$ cat src/rtl/ws2812_pkg.sv
// Shared types and timing defaults for the WS2812 GRB serial transmitter.
// Defaults assume a 50 MHz clk.
package ws2812_pkg;

    typedef enum logic [1:0] {
        IDLE  = 2'd0,
        SEND  = 2'd1,
        LATCH = 2'd2
    } ws2812_state_e;

    localparam int BITS_PER_LED = 24;

    localparam int DEF_NUM_LEDS = 5;
    localparam int DEF_T0H      = 20;
    localparam int DEF_T1H      = 40;
    localparam int DEF_TBIT     = 63;
    localparam int DEF_TRESET   = 3000;

    function automatic int frame_width(input int num_leds);
        return BITS_PER_LED * num_leds;
    endfunction

    // One width covers both the per-bit timer and the latch counter.
    function automatic int timer_width(input int tbit, input int treset);
        return $clog2((tbit > treset) ? tbit : treset);
    endfunction

endpackage

$ cat src/rtl/ws2812_tx_if.sv
// Frame request / status bundle between a pattern generator (master) and
// the WS2812 transmitter (slave).
interface ws2812_tx_if #(
    parameter int NUM_LEDS = ws2812_pkg::DEF_NUM_LEDS
);
    import ws2812_pkg::*;

    // Handshake: the master holds GRBSeq and raises Go; the request is taken
    // on the first clk edge where Go=1 and Busy=0 (idle). Go seen while Busy=1
    // is dropped, never queued. Done pulses one cycle when the latch gap ends.
    logic [frame_width(NUM_LEDS)-1:0] GRBSeq;
    logic                             Go;
    logic                             Dout;
    logic                             Busy;
    logic                             Done;
    ws2812_state_e                    dbg_state;

    modport master (
        output GRBSeq,
        output Go,
        input  Dout,
        input  Busy,
        input  Done,
        input  dbg_state
    );

    modport slave (
        input  GRBSeq,
        input  Go,
        output Dout,
        output Busy,
        output Done,
        output dbg_state
    );

endinterface

$ cat src/rtl/ws2812_bit_timer.sv
// Per-bit NRZ pulse timer: counts 0..TBIT-1 while enabled and produces the
// registered line level for the bit value presented for the coming cycle.
module ws2812_bit_timer #(
    parameter int T0H   = ws2812_pkg::DEF_T0H,
    parameter int T1H   = ws2812_pkg::DEF_T1H,
    parameter int TBIT  = ws2812_pkg::DEF_TBIT,
    parameter int CNT_W = $clog2(TBIT)
) (
    input  logic clk,
    input  logic reset,
    input  logic bit_i,
    input  logic en_i,
    output logic level_o,
    output logic eob_o
);

    localparam logic [CNT_W-1:0] T0H_C   = CNT_W'(T0H);
    localparam logic [CNT_W-1:0] T1H_C   = CNT_W'(T1H);
    localparam logic [CNT_W-1:0] TLAST_C = CNT_W'(TBIT - 1);

    logic [CNT_W-1:0] t_q, t_d;
    logic             run_q;
    logic             level_q, level_d;

    // en_i and bit_i describe the next cycle, so level_q lines up with it.
    // A timer that was idle restarts at t=0, which clears it on every start.
    always_comb begin
        t_d     = '0;
        level_d = 1'b0;
        if (en_i) begin
            if (run_q && (t_q != TLAST_C)) begin
                t_d = t_q + 1'b1;
            end
            level_d = (t_d < (bit_i ? T1H_C : T0H_C));
        end
    end

    always_ff @(posedge clk) begin
        if (reset) begin
            t_q     <= '0;
            run_q   <= 1'b0;
            level_q <= 1'b0;
        end else begin
            t_q     <= t_d;
            run_q   <= en_i;
            level_q <= level_d;
        end
    end

    assign level_o = level_q;
    assign eob_o   = run_q && (t_q == TLAST_C);

endmodule

$ cat src/rtl/ws2812_tx.sv
// WS2812 GRB frame transmitter: shifts 24*NUM_LEDS bits MSB first, then holds
// the line low for the latch gap. Define WS2812_TX_AUTO_EN to free-run frames.
module ws2812_tx
    import ws2812_pkg::*;
#(
    parameter int NUM_LEDS = DEF_NUM_LEDS,
    parameter int T0H      = DEF_T0H,
    parameter int T1H      = DEF_T1H,
    parameter int TBIT     = DEF_TBIT,
    parameter int TRESET   = DEF_TRESET
) (
    input logic        clk,
    input logic        reset,
    ws2812_tx_if.slave bus
);

    localparam int FW    = frame_width(NUM_LEDS);
    localparam int BC_W  = $clog2(FW + 1);
    localparam int TMR_W = timer_width(TBIT, TRESET);

    localparam logic [BC_W-1:0]  FW_C    = BC_W'(FW);
    localparam logic [BC_W-1:0]  ONE_C   = BC_W'(1);
    localparam logic [TMR_W-1:0] RLAST_C = TMR_W'(TRESET - 1);

    ws2812_state_e    state_q, state_d;
    logic [FW-1:0]    shift_q, shift_d;
    logic [BC_W-1:0]  bitcnt_q, bitcnt_d;
    logic [TMR_W-1:0] latch_q, latch_d;
    logic             busy_q, busy_d;
    logic             done_q, done_d;

    logic timer_en;
    logic bit_eob;
    logic bit_level;

    // All registered outputs are computed from next-state values so they
    // line up with the state they describe.
    always_comb begin
        state_d  = state_q;
        shift_d  = shift_q;
        bitcnt_d = bitcnt_q;
        latch_d  = '0;
        done_d   = 1'b0;

        case (state_q)
            IDLE: begin
                if (bus.Go) begin
                    state_d  = SEND;
                    shift_d  = bus.GRBSeq;
                    bitcnt_d = FW_C;
                end
            end
            SEND: begin
                if (bit_eob) begin
                    shift_d  = {shift_q[FW-2:0], 1'b0};
                    bitcnt_d = bitcnt_q - 1'b1;
                    if (bitcnt_q == ONE_C) begin
                        state_d = LATCH;
                    end
                end
            end
            LATCH: begin
                if (latch_q == RLAST_C) begin
                    done_d = 1'b1;
`ifdef WS2812_TX_AUTO_EN
                    state_d  = SEND;
                    shift_d  = bus.GRBSeq;
                    bitcnt_d = FW_C;
`else
                    state_d  = IDLE;
`endif
                end else begin
                    latch_d = latch_q + 1'b1;
                end
            end
            default: begin
                state_d = IDLE;
            end
        endcase

        busy_d = (state_d != IDLE);
    end

    always_ff @(posedge clk) begin
        if (reset) begin
            state_q  <= IDLE;
            shift_q  <= '0;
            bitcnt_q <= '0;
            latch_q  <= '0;
            busy_q   <= 1'b0;
            done_q   <= 1'b0;
        end else begin
            state_q  <= state_d;
            shift_q  <= shift_d;
            bitcnt_q <= bitcnt_d;
            latch_q  <= latch_d;
            busy_q   <= busy_d;
            done_q   <= done_d;
        end
    end

    assign timer_en = (state_d == SEND);

    ws2812_bit_timer #(
        .T0H   (T0H),
        .T1H   (T1H),
        .TBIT  (TBIT),
        .CNT_W (TMR_W)
    ) u_bit_timer (
        .clk     (clk),
        .reset   (reset),
        .bit_i   (shift_d[FW-1]),
        .en_i    (timer_en),
        .level_o (bit_level),
        .eob_o   (bit_eob)
    );

    assign bus.Dout      = bit_level;
    assign bus.Busy      = busy_q;
    assign bus.Done      = done_q;
    assign bus.dbg_state = state_q;

endmodule

$ cat src/flat_wrapper.sv
// flat-port wrapper written by rule: the top's interface ports become plain ports
module ws2812_tx_flat import ws2812_pkg::*;
#(
    parameter int NUM_LEDS = DEF_NUM_LEDS,
    parameter int T0H      = DEF_T0H,
    parameter int T1H      = DEF_T1H,
    parameter int TBIT     = DEF_TBIT,
    parameter int TRESET   = DEF_TRESET
)
  (clk, reset, bus_GRBSeq, bus_Go, bus_Dout, bus_Busy, bus_Done, bus_dbg_state);
  ws2812_tx_if #(.NUM_LEDS(NUM_LEDS)) bus_i ();
  input logic clk;
  input logic reset;
  input wire logic [$bits(bus_i.GRBSeq)-1:0] bus_GRBSeq;
  input wire logic [$bits(bus_i.Go)-1:0] bus_Go;
  output wire logic [$bits(bus_i.Dout)-1:0] bus_Dout;
  output wire logic [$bits(bus_i.Busy)-1:0] bus_Busy;
  output wire logic [$bits(bus_i.Done)-1:0] bus_Done;
  output wire logic [$bits(bus_i.dbg_state)-1:0] bus_dbg_state;
  assign bus_i.GRBSeq = bus_GRBSeq;
  assign bus_i.Go = bus_Go;
  assign bus_Dout = bus_i.Dout;
  assign bus_Busy = bus_i.Busy;
  assign bus_Done = bus_i.Done;
  assign bus_dbg_state = bus_i.dbg_state;
  ws2812_tx #(.NUM_LEDS(NUM_LEDS), .T0H(T0H), .T1H(T1H), .TBIT(TBIT), .TRESET(TRESET)) u_core (.clk(clk), .reset(reset), .bus(bus_i));
endmodule
$ cat config.mk
export PLATFORM = sky130hd
export DESIGN_NAME = ws2812_tx_flat
export DESIGN_NICKNAME = d
export VERILOG_FILES = /design/src/rtl/ws2812_pkg.sv /design/src/rtl/ws2812_tx_if.sv /design/src/rtl/ws2812_bit_timer.sv /design/src/rtl/ws2812_tx.sv /design/src/flat_wrapper.sv
export SDC_FILE = /design/constraint.sdc
export NUM_CORES = 1
export LEC_CHECK = 0
export CAP_MARGIN = 10
export CELL_PAD_IN_SITES_DETAIL_PLACEMENT = 1
export CELL_PAD_IN_SITES_GLOBAL_PLACEMENT = 2
export CORE_MARGIN = 4
export CORE_UTILIZATION = 28
export DETAILED_ROUTE_END_ITERATION = 12
export PLACE_DENSITY = 0.74
export SLEW_MARGIN = 10
export SYNTH_ARGS = -nofsm -noshare
export SYNTH_HDL_FRONTEND = slang
export SYNTH_SLANG_ARGS = --single-unit
$ cat constraint.sdc
create_clock -name clk -period 3.05 [get_ports clk]
set_input_delay 0.305 -clock clk [delete_from_list [all_inputs] [get_ports clk]]
set_output_delay 0.305 -clock clk [all_outputs]
set_load 0.03 [all_outputs]
==> out/summary.txt, run 1 <==
Routed WL = 18,830 um
total gr overflow = 0
Seq/Total Area, Yosys = 47.99%
slowest CP cell = or4b_4
largest net degree at the start of global routing = 78
synthesized area per cell = 8.640 um2
Initial Util = 28.66%
I/O pin total = 128
worst slack, placed = -213.1 ps
vias in the first global route = 6,066
die width = 160.9 um
dpl cells = 1,167
layout cells sized above 1 = 9.819%
VDD IR max = 307.7 uV
Worst EP required = 3370 ps
Async SR Flop Fraction = 0%
GRT Resource Usage Total = 14.43%
CP peak stage delay = 490 ps
arrival time worst endpoint = 3420 ps
worst rel slew slack = 42.79%
Yosys reg bits = 157
DP HPWL = 12,160 um
clk_lat worst skew = 420 ps
row cnt = 55
startpoint types = flop
area delta synth->final = 35.56%
violated checks = setup timing
drt initial violations = 261
Mapped Area = 0.006549 mm2
first-pass GRT wire length = 31,040 um
I/O Buffers = 127
Unique masters post-synth = 47
max cap viols = 0
Finished Layout Cells = 1,199
type of the worst setup path = flop to flop
final hold violation count = 0
Warnings, synthesis = 0
Highest Clock Rate = 322.6 MHz
TritonCTS buffer count = 17
unrepaired setup endpoints after global routing = true
Vias/cell = 4.885
setup ws final = -50.10 ps
Finished Cell Area = 0.008877 mm2
initial antenna violation count = 3
number of flops mapped to enable cells by yosys = 0
Power Dens Cells = 548.3 mW/mm2
prevailing post-synth register cell = dfxtp_1
placer congestion estimate = 0.7339
worst slew pin tran = 858.1 ps
Post-DP Area = 0.008228 mm2
n_diodes = 0
worst-path cell chain = inv_2 > ha_4 > or4b_4 > nor3_4 > mux2_4 > a21oi_4 > inv_2 > ha_4 > and3_4 > maj3_2 > o22ai_1 > a31oi_1 > nor4_1
Detailed Routing Iterations Pass 1 = 4
routed len/inst = 15.70 um
CTS tree = done
DRC errors left = 0
H-tree depth reported by CTS = 4
CP endpoint kind = flop
skew final = 12.19 ps
Hold WC Path Type = primary input to flop
Worst-path clk slew = 60 ps
Static Leakage = 3.011 nW
status = finished with violations
Setup violations, final = 1
Mapped Nets = 889
total die area = 0.02590 mm2
Setup TNS = -50.10 ps
total clock sinks = 157
clock buffer depth = 2
vias = 5,857
Syn Inst Count = 758
maximum fanout along the worst path = 4
Final ANT Viol Nets = 0
Max Slew Vio Count = 0
height of the die = 160.9 um
Filler Cells Inserted = 2,699
CORE AREA = 0.02285 mm2
Final min period = 3100 ps
clk root buf = clkbuf_16
Period Utilization, post-route = 101.6%
fin nets = 1,005
[final timing paths]
check	start	end	slack, ps	depth (start not counted)
max	u_core.u_bit_timer.t_q[0]	u_core.u_bit_timer.level_o	-50	13
min	reset	u_core.shift_q[119]	370	2
max reg2reg	u_core.u_bit_timer.t_q[0]	u_core.u_bit_timer.level_o	-50	13
min reg2reg	u_core.shift_q[116]	u_core.shift_q[116]	450	2
[flip-flops by register name (all words and copies together), names as in the netlist]
| name | cells |
|---|---|
| u_core.bitcnt_q | 7 |
| u_core.bus.Busy | 1 |
| u_core.bus.Done | 1 |
| u_core.bus.dbg_state | 2 |
| u_core.latch_q | 12 |
| u_core.shift_q | 120 |
| u_core.u_bit_timer.level_o | 1 |
| u_core.u_bit_timer.run_q | 1 |
| u_core.u_bit_timer.t_q | 12 |
[cell type report]
cell class	instances	area [um2]	area share [%]
multi-input cells	530	3147	35.45
flip-flops and latches	157	3146	35.43
repair buffers	157	1569	17.67
clock buffers	17	425.4	4.792
well taps	313	391.6	4.412
clock inverters	14	157.7	1.776
inverters	11	41.29	0.4651
[what timing repair did]
item | 4_1_cts | 5_1_grt
setup buffers | 1 | 0
pin swaps | 9 | 2
hold buffers | 0 | 0
endpoints found under the setup margin | 1 | 1
gates resized for setup | 11 | 0
[kinds of logic (layout without fill, tap and decap cells)]
| logic type | after synthesis | in the layout | share of synthesized area [%] |
|---|---|---|---|
| multiplexers | 2 | 2 | 0.3248 |
| AND/OR/NAND/NOR | 227 | 227 | 15.04 |
| adder cells (fa/ha/maj) | 9 | 9 | 1.681 |
| buffers and inverters | 71 | 199 | 5.617 |
| flip-flops | 157 | 157 | 47.99 |
| XOR/XNOR | 26 | 26 | 3.477 |
| AO/OA/AOI/OAI | 266 | 266 | 25.87 |
[worst max-delay path, delay by kind of cell (launching register included)]
| family | cells | cell delay, ps |
|---|---|---|
| and+or+nand+nor | 4 | 1080 |
| buffers and inverters | 2 | 140 |
| DFF | 1 | 320 |
| adders and majority gates | 3 | 620 |
| AOI/OAI and AO/OA | 3 | 490 |
| muxes | 1 | 340 |
[power by group]
| group | switching (mW) | internal, mW |
|---|---|---|
| clock | 0.915 | 1.22 |
| sequential | 0.0598 | 2.15 |
| combinational | 0.236 | 0.285 |
[cell usage after synthesis, drive strengths merged, types with 2 or more instances]
cell	number	area, um2
a21o	2	15.01
a21oi	129	645.6
a22oi	119	893.4
and3	3	18.77
buf	26	198.9
clkbuf	34	127.6
dfxtp	157	3143
ha	8	100.1
inv	11	41.29
nand2	135	506.7
nand3	12	60.06
nand4	3	18.77
nor2	42	157.7
nor2b	2	12.51
nor3	10	50.05
nor3b	2	15.01
nor4	3	18.77
o21ai	2	10.01
o31ai	3	22.52
or2	2	12.51
or3	3	18.77
or4	2	18.77
or4b	4	43.79
xnor2	18	157.7
xor2	8	70.07
[layout by cell type, fill, tap and decap left out, types with 3 or more instances in the layout]
cell type,n
clkbuf_16,17
nor4_1,3
a22oi_1,119
nand2_1,135
inv_6,5
xor2_1,8
nand3_1,12
a21oi_1,128
inv_1,9
nor2_1,42
clkinvlp_4,5
or3_1,3
clkdlybuf4s50_1,126
ha_4,4
nor3_1,9
ha_1,4
nand4_1,3
dfxtp_1,155
buf_4,25
xnor2_1,18
buf_12,6
[per-stage QoR]
stage,total power [mW],hold WS [ps],utilization [%]
finish,4.868,366.7,38.86
global route,5.098,410.4,38.86
CTS,4.961,369.3,38.86
detailed placement,2.778,443.8,36.01
global placement,2.773,434.4,36.01
floorplan,2.522,381.2,-
[metal layers]
layer / global-route usage, % / up-vias / wire length (um)
met1: 18.44 / 2805 / 8764
met3: 5.389 / 17 / 1098
met5: 0 / - / 33
met2: 23.22 / 91 / 8719
met4: 3.490 / 6 / 216
li1: - / 2938 / -
Note: power is estimated with default switching activity, not from simulation.
==> inputs of run 2 (changes only) <==
--- a/config.mk
+++ b/config.mk
@@ -9,9 +9,10 @@
 export CELL_PAD_IN_SITES_DETAIL_PLACEMENT = 1
 export CELL_PAD_IN_SITES_GLOBAL_PLACEMENT = 2
 export CORE_MARGIN = 4
-export CORE_UTILIZATION = 28
+export CORE_UTILIZATION = 29
+export CTS_BUF_LIST = sky130_fd_sc_hd__clkbuf_2
 export DETAILED_ROUTE_END_ITERATION = 12
-export PLACE_DENSITY = 0.74
+export PLACE_DENSITY = 0.77
 export SLEW_MARGIN = 10
 export SYNTH_ARGS = -nofsm -noshare
 export SYNTH_HDL_FRONTEND = slang
==> run 2 against run 1 <==
Compared with the run above:
- the run still ends with setup timing left
- sequential cell count stayed put
- hold slack worse by 250 ps
- clock skew is 21 ps higher
- utilization is 0.12 points lower
- register-to-register slack better by 30 ps
- worst setup slack better by 34 ps
- final cell count is 2.8% lower
- global-route usage is 0.76 points higher
- final area is 3.9% lower
- clock-buffer cell count stayed put
- combinational power hardly changed
- sequential share of layout area is 1.4 points higher
- critical endpoint unchanged
==> out/summary.txt, run 2 (same netlist as run 1, synthesis figures left out) <==
WHS = 120.4 ps (-246.3 ps)
Finished Cell Area = 0.008532 mm2 (-3.9%)
Max Slew Vio Count = 0 (unchanged)
Vias/cell = 5.051 (+3.4%)
GRT Resource Usage Total = 15.19% (+0.76 points)
Reg2Reg Setup Slack = -20 ps (+30 ps)
TritonCTS buffer count = 17 (unchanged)
CORE AREA = 0.02203 mm2 (-3.6%)
Final min period = 3066 ps (-34.48 ps)
slowest CP cell = or4b_4
clock buffer depth = 2 (unchanged)
startpoint types = flop
WHS Endpoint = u_core.shift_q[119]
Biggest register = u_core.shift_q
worst rel slew slack = 44.60% (+1.8 points)
Initial Util = 29.73% (+1.1 points)
unrepaired setup endpoints after global routing = true
max cap viols = 0 (unchanged)
Highest Clock Rate = 326.2 MHz (+1.1%)
Period Utilization, post-route = 100.5% (-1.1 points)
layout cells sized above 1 = 9.615% (-0.20 points)
most frequent cells in the layout = 155 x dfxtp_1, 135 x nand2_1, 128 x a21oi_1, 126 x clkdlybuf4s50_1, 119 x a22oi_1
CP endpoint kind = flop
hold_buf cts = 0 (unchanged)
Power Dens Cells = 470.9 mW/mm2 (-14%)
height of the die = 158.3 um (-1.7%)
total clock sinks = 157 (unchanged)
Detailed Routing Iterations Pass 1 = 5 (+1)
skew final = 33.54 ps (+21.35 ps)
vias = 5,884 (+0.46%)
routed len/inst = 16.04 um (+2.2%)
Static Leakage = 2.899 nW (-3.7%)
Worst-path clk slew = 240 ps (+180 ps)
initial antenna violation count = 2 (-1)
CTS tree = done
Routed WL = 18,690 um (-0.74%)
Worst EP required = 3700 ps (+330 ps)
violated checks = setup timing
first-pass GRT wire length = 30,650 um (-1.2%)
area delta synth->final = 30.28%
H-tree depth reported by CTS = 4 (unchanged)
drt initial violations = 305 (+17%)
Post-DP Area = 0.008184 mm2 (-0.53%)
Reg2Reg Depth = 13 (unchanged)
setup ws final = -15.62 ps (+34.48 ps)
row cnt = 54 (-1.8%)
dpl cells = 1,132 (-3.0%)
die width = 158.3 um (-1.7%)
Hold WC Path Type = primary input to flop
origin of the critical flop-to-flop path = u_core.u_bit_timer.t_q[0]
hold_sp = reset
arrival time worst endpoint = 3720 ps (+300 ps)
I/O pin total = 128 (unchanged)
final hold violation count = 0 (unchanged)
biggest regs = u_core.shift_q x120, u_core.latch_q x12, u_core.u_bit_timer.t_q x12
largest net degree at the start of global routing = 77 (-1.3%)
clk_lat worst skew = 720 ps (+300 ps)
max reg flops = 120 (unchanged)
clk root buf = clkbuf_2
VDD IR max = 234.5 uV (-24%)
total gr overflow = 0 (unchanged)
worst slew pin tran = 831.0 ps (-27.12 ps)
worst slack, placed = -160.1 ps (+53.00 ps)
Setup violations, final = 1 (unchanged)
Final ANT Viol Nets = 0 (unchanged)
worst hold path depth = 2 (unchanged)
commonest non-fill, non-tap cell in the layout = dfxtp_1
fin nets = 1,005 (unchanged)
Finished Layout Cells = 1,165 (-2.8%)
maximum fanout along the worst path = 4 (unchanged)
R2R Path End = u_core.u_bit_timer.level_o
I/O Buffers = 127 (unchanged)
type of the worst setup path = flop to flop
Core Util, Final = 38.74% (-0.12 points)
CP peak stage delay = 480 ps (about the same)
DP HPWL = 12,400 um (+2.0%)
placer congestion estimate = 0.7787 (+6.1%)
total die area = 0.02505 mm2 (-3.3%)
worst-path cell chain = inv_2 > ha_4 > or4b_4 > nor3_4 > mux2_4 > a21oi_4 > inv_2 > ha_4 > and3_4 > maj3_2 > o22ai_2 > a31oi_1 > nor4_1
DRC errors left = 0 (unchanged)
vias in the first global route = 5,941 (-2.1%)
status = finished with violations
==> run 2: timing repair <==
action                     CTS  global route
cloned                       0             0
buffers inserted             2             1
pin swaps                    9             5
gates resized for setup     11             1
setup endpoints to repair    1             1
==> run 2: per-layer routing <==
metal | global-route usage (%) | vias to the layer above | wire, um
met1 | 19.66 | 2837 | 8453
met2 | 24.32 | 91 | 8940
met3 | 5.355 | 18 | 1085
met5 | 0 | - | 20
met4 | 3.818 | 2 | 191
li1 | - | 2936 | -
==> run 2: worst max path at each step <==
stage                         startpoint                         end  slack (ps)  cells past startpoint
2_1_floorplan  u_core.u_bit_timer.t_q[0]  u_core.u_bit_timer.level_o          10                     13
3_5_place_dp   u_core.u_bit_timer.t_q[0]  u_core.u_bit_timer.level_o        -160                     13
6_report       u_core.u_bit_timer.t_q[0]  u_core.u_bit_timer.level_o         -20                     13
4_1_cts        u_core.u_bit_timer.t_q[0]  u_core.u_bit_timer.level_o         -60                     13
5_1_grt        u_core.u_bit_timer.t_q[0]  u_core.u_bit_timer.level_o        -270                     13
3_3_place_gp   u_core.u_bit_timer.t_q[0]  u_core.u_bit_timer.level_o         -80                     13
==> run 2: cell type report <==
class                      instances  area (um2)
fill                            2586       13490
antenna                            1       2.502
clock inverter                    12       172.7
timing repair buffer             157        1582
multi-input combinational        530        3153
inverter                          11       41.29
tap                              280       350.3
sequential                       157        3146
clock buffer                      17       85.08
==> run 2: worst max-delay path: cells and delay by family (launching register included) <==
family | cells | cell delay [ps]
fa+ha+maj | 3 | 630
simple gates | 4 | 1090
compound gates | 3 | 460
buf+inv | 2 | 130
flops | 1 | 370
mux | 1 | 340
==> run 2: where the power goes <==
part | leakage, nW | internal, mW | switching, mW
sequential | 1.29 | 2.16 | 0.0573
combinational | 1.46 | 0.282 | 0.237
clock | 0.153 | 0.524 | 0.758
==> run 2: through the flow <==
step           setup TNS (ps)  total power, mW
2_1_floorplan               0            2.522
6_report               -15.62            4.018
4_1_cts                -59.40            4.090
3_3_place_gp           -80.22            2.769
3_5_place_dp           -160.1            2.775
5_1_grt                -265.7            4.241
